==> src/rtl/fetch_stage.sv <==
// fetch_stage: instruction-fetch front end; drives pc_o, captures instr_i and buffers {pc, instr} for decode.
// Optional TARTARUGA_FETCH_MISALIGN_EN: a misaligned redirect target yields one flagged NOP entry, then halts.
module fetch_stage #(
   parameter logic [31:0] RESET_PC   = 32'h0000_0000,
   parameter int unsigned FBUF_DEPTH = 2
) (
   input  logic        clk_i,
   input  logic        rstn_i,
   output logic [31:0] pc_o,
   input  logic [31:0] instr_i,
   input  logic        redirect_valid_i,
   input  logic [31:0] redirect_pc_i,
   input  logic        halt_i,
   output logic        fetch_valid_o,
   input  logic        fetch_ready_i,
   output logic [31:0] fetch_pc_o,
   output logic [31:0] fetch_instr_o,
   output logic        fetch_misaligned_o
);
   localparam int unsigned PW = $clog2(FBUF_DEPTH);
   localparam int unsigned CW = PW + 1;
   localparam logic [CW-1:0] DEPTH_C = CW'(FBUF_DEPTH);
   localparam logic [31:0] NOP = 32'h0000_0013;

   typedef enum logic [1:0] {BOOT, RUN, HALT} state_t;

   state_t         state_q, state_d;
   logic [31:0]    pc_q;
   logic [31:0]    redirect_target;
   logic [31:0]    push_instr;
   logic           push_misaligned;
   logic [CW-1:0]  count_q;
   logic [PW-1:0]  rd_ptr, wr_ptr;
   logic           push, pop, not_empty;
   logic [31:0]    buf_pc    [FBUF_DEPTH];
   logic [31:0]    buf_instr [FBUF_DEPTH];

`ifdef TARTARUGA_FETCH_MISALIGN_EN
   logic           buf_mis   [FBUF_DEPTH];

   assign redirect_target = redirect_pc_i;
   assign push_misaligned = (pc_q[1:0] != 2'b00);
   assign push_instr      = push_misaligned ? NOP : instr_i;
`else
   assign redirect_target = redirect_pc_i & ~32'h3;
   assign push_misaligned = 1'b0;
   assign push_instr      = instr_i;
`endif

   assign pc_o          = pc_q;
   assign not_empty     = (count_q != '0);
   assign pop           = not_empty & fetch_ready_i;
   assign fetch_valid_o = not_empty;
   assign fetch_pc_o    = not_empty ? buf_pc[rd_ptr]    : '0;
   assign fetch_instr_o = not_empty ? buf_instr[rd_ptr] : '0;

`ifdef TARTARUGA_FETCH_MISALIGN_EN
   assign fetch_misaligned_o = not_empty & buf_mis[rd_ptr];
`else
   assign fetch_misaligned_o = 1'b0;
`endif

   always_comb begin
      push    = 1'b0;
      state_d = state_q;
      unique case (state_q)
         BOOT: state_d = RUN;
         RUN: begin
            if (halt_i) begin
               state_d = HALT;
            end else begin
               push = (count_q < DEPTH_C) | pop;
               if (push && push_misaligned) state_d = HALT;
            end
         end
         HALT: state_d = HALT;
         default: state_d = BOOT;
      endcase
      // Redirect overrides everything: no push, flush, resume fetching.
      if (redirect_valid_i) begin
         push    = 1'b0;
         state_d = RUN;
      end
   end

   always_ff @(posedge clk_i or negedge rstn_i) begin
      if (!rstn_i) begin
         state_q <= BOOT;
         pc_q    <= RESET_PC;
         count_q <= '0;
         rd_ptr  <= '0;
         wr_ptr  <= '0;
      end else begin
         state_q <= state_d;
         if (redirect_valid_i) begin
            pc_q    <= redirect_target;
            count_q <= '0;
            rd_ptr  <= '0;
            wr_ptr  <= '0;
         end else begin
            if (push) begin
               pc_q   <= pc_q + 32'd4;
               wr_ptr <= wr_ptr + 1'b1;
            end
            if (pop) rd_ptr <= rd_ptr + 1'b1;
            unique case ({push, pop})
               2'b10:   count_q <= count_q + 1'b1;
               2'b01:   count_q <= count_q - 1'b1;
               default: count_q <= count_q;
            endcase
         end
      end
   end

   // Storage needs no reset: the head mux is gated by the empty flag.
   always_ff @(posedge clk_i) begin
      if (push) begin
         buf_pc[wr_ptr]    <= pc_q;
         buf_instr[wr_ptr] <= push_instr;
`ifdef TARTARUGA_FETCH_MISALIGN_EN
         buf_mis[wr_ptr]   <= push_misaligned;
`endif
      end
   end
endmodule

==> config.mk <==
export PLATFORM = sky130hd
export DESIGN_NAME = fetch_stage
export DESIGN_NICKNAME = d
export VERILOG_FILES = /design/src/rtl/fetch_stage.sv
export SDC_FILE = /design/constraint.sdc
export NUM_CORES = 1
export LEC_CHECK = 0
export ABC_AREA = 1
export BUFFER_PORTS_ARGS = -buffer_cell sky130_fd_sc_hd__clkbuf_2
export CAP_MARGIN = 10
export CORE_MARGIN = 3
export CORE_UTILIZATION = 34
export DETAILED_ROUTE_END_ITERATION = 7
export PLACE_DENSITY = 0.65
export SLEW_MARGIN = 20
export SYNTH_ARGS = -nofsm -noshare
export SYNTH_HDL_FRONTEND = slang
export SYNTH_SLANG_ARGS = --single-unit
==> constraint.sdc <==
create_clock -name clk_i -period 4.6 [get_ports clk_i]
set_input_delay 0.69 -clock clk_i [delete_from_list [all_inputs] [get_ports clk_i]]
set_output_delay 0.69 -clock clk_i [all_outputs]
set_load 0.02 [all_outputs]
==> results.yml <==
clock_tree:
  clock_latency_ns: 0.41
  numCtsBuffers: 17
  path_clk_slew_ns: 0.07
  cts_root_buf: "clkbuf_16"
  postCtsHoldBufs: 0
  cts_setup_buffers: 0
  cts_tree: "built"
  cts_resized: 0
  htreeDepth: 4
  clock_path_buffers: 2
  clock-sinks: 160
place:
  dp_slack_ns: 1.79
  place_area_sq_mm: 0.00818
  place.gp.congestion: 0.899
  hpwl_microns: 12200
  port_buffers: 159
synth:
  synth_seq_area_share_pct: 65.1
  syn-cell-area_sq_mm: 0.00710
  postSynth.asyncResetShare_pct: 22.5
  synth_enable_flop_cells: 124
  synth_area_leaders: "edfxtp_1 (52%), nand2_1 (15%), dfrtp_1 (13%)"
  yosys_warnings: 0
  synth_top_area_cell: "edfxtp_1"
  synth_top_area_share_pct: 52.4
  ys.flop_type: "edfxtp_1"
  synth_cells: 729
  synth_cell_types: 31
  synth.ff_latch_count: 160
  syn_avg_cell_area_sq_um: 9.74
sta:
  drv_slew: 0
  clock_skew_ns: 0.0116
  fmax_mhz: 340
  period_needed_ns: 2.94
  post-route-period-util_pct: 64.0
  finalSetupViolations: 0
  tightest_slew_ns: 0.958
  tns_ns: 0
  slew-limit-headroom_pct: 36.1
  rsz0062_at_grt: "false"
  worst_slack_ns: 1.66
  finalHoldViolCount: 0
final_layout:
  syn_to_final_growth_pct: 24.3
  fill_cells: 1957
  nNetsFinal: 957
  final_area_sq_mm: 0.00883
  layout-drive-gt1-share_pct: 24.2
worst_setup_path:
  cp-start-kind: "flop"
  worstReg2RegStart: "state_q[1]"
  end_kind: "output pin"
  r2r_slack_ns: 2.15
  cp-startpoint: "count_q[0]"
  crit_type: "reg2out"
  cp.required_ns: 3.91
  critPathMaxFanout: 44
  arrival_ns: 2.25
power_and_ir_drop:
  p_per_area_mw_per_mm2: 579
  irDropWorstVdd_v: 0.000296
  leakagePower_nw: 3.66
  power_w: 0.00511
floorplanning:
  dieArea_sq_mm: 0.0227
  io_pins: 167
  die_h_microns: 151
  std_cell_rows: 52
  die_x_microns: 151
  initial_core_util_pct: 34.9
  core_sq_mm: 0.0204
grt:
  grt_pass1_vias: 5152
  antenna_found_initial: 2
  grt_overflow_total: 0
  grt_max_degree: 65
  grt_use_total_pct: 16.0
  grt_pass1_wl_microns: 27700
detailed_routing:
  via_count: 5452
  wirelength_microns: 18000
  drt_iter0_markers: 319
  drt_drc_violations_left: 0
  ant_nets: 0
  wl_per_cell_microns: 15.3
  drt_pre_antenna_iters: 4
  viasPerCell: 4.66
hold_path:
  hold_class: "in2async"
flow_run:
  maxCapViolCount: 0
status:
  run_status: "finished clean"
-- synth_stat cells, types with 3 or more instances --
library cell,count
o211ai_1,6
buf_2,5
nand3_1,37
nor2_1,58
edfxtp_1,124
a21oi_1,64
buf_4,6
ha_1,3
dfrtp_1,36
inv_1,29
xnor2_1,3
nor2_2,6
inv_2,4
xor2_1,7
clkbuf_1,18
nand2_1,291
buf_1,3
o21ai_0,11
-- worst paths after layout --
path | endpoint | depth (start not counted)
min reg2reg | state_q[1] | 2
min | pc_o[28] | 1
max reg2reg | buf_instr[0][12] | 9
max in group asynchronous | rd_ptr | 1
max | fetch_pc_o[11] | 4
min in group clk_i | buf_instr[1][30] | 1
-- area by class of cell --
| class | count | area (sq um) | share of cell area (%) |
|---|---|---|---|
| repair buffers | 165 | 853 | 9.67 |
| well taps | 270 | 338 | 3.83 |
| flip-flops and latches | 160 | 4630 | 52.4 |
| clock buffers | 18 | 439 | 4.97 |
| clock inverters | 14 | 203 | 2.30 |
| multi-input cells | 508 | 2240 | 25.4 |
| inverters | 33 | 124 | 1.40 |
| diodes | 2 | 5.00 | 0.0567 |
-- placed cells by master, fill, tap and decap left out, drive strengths merged --
cell / synthesis / layout
buf: 14 / 6
clkinv: 0 / 3
nand4: 2 / 2
or2: 1 / 1
inv: 33 / 37
a31o: 1 / 1
nand3: 39 / 39
a21oi: 64 / 64
clkinvlp: 0 / 3
nor2: 65 / 65
a31oi: 1 / 1
xor2: 7 / 7
clkbuf: 18 / 177
conb: 1 / 5
bufinv: 0 / 4
o211ai: 6 / 6
nand2: 293 / 293
o21bai: 2 / 2
o21a: 1 / 1
o21ai: 13 / 13
ha: 3 / 3
xnor2: 3 / 3
a22oi: 1 / 1
o22ai: 1 / 1
edfxtp: 124 / 124
diode: 0 / 2
dfrtp: 36 / 36
-- per-layer routing --
metal	global-route usage (%)	part of all wire, %
met5	0	0
met4	5.22	1.3
met3	4.00	7.2
met2	26.3	49
met1	20.9	43
-- per-stage QoR --
step	hold WS, ns	instances	utilization (%)
after global routing	0.440	1170	43.4
after detailed placement	0.556	1136	40.2
final	0.419	1170	43.4
after floorplan	0.394	733	-
after CTS	0.439	1168	43.3
after global placement	0.547	1136	40.2
-- critical path, stage by stage (launching register included) --
cell and delay, ns:
dfrtp_1 0.43, nor2_4 0.50, buf_4 0.55, a21oi_1 0.12
clkbuf_2 0.19
-- cells by family after synthesis --
family | share of synthesized area [%]
AOI/OAI and AO/OA | 6.78
xor gates and xnor gates | 1.23
buffers and inverters | 3.84
and+or+nand+nor | 22.5
other | 0.0528
adders and majority gates | 0.529
DFF | 65.1
-- where the power goes --
part	switching [W]	total (W)	leakage (nW)	internal [W]
clock	0.000567	0.00150	0.305	0.000932
combinational	0.00117	0.00164	1.79	0.000464
sequential	0.000195	0.00197	1.57	0.00178
-- state kept, by name (all words and copies together) (netlist names) --
name / cells
buf_instr: 64
count_q: 2
wr_ptr: 1
buf_pc: 60
rd_ptr: 1
state_q: 2
pc_o: 30
No activity file was read; power rests on OpenSTA's default activity.
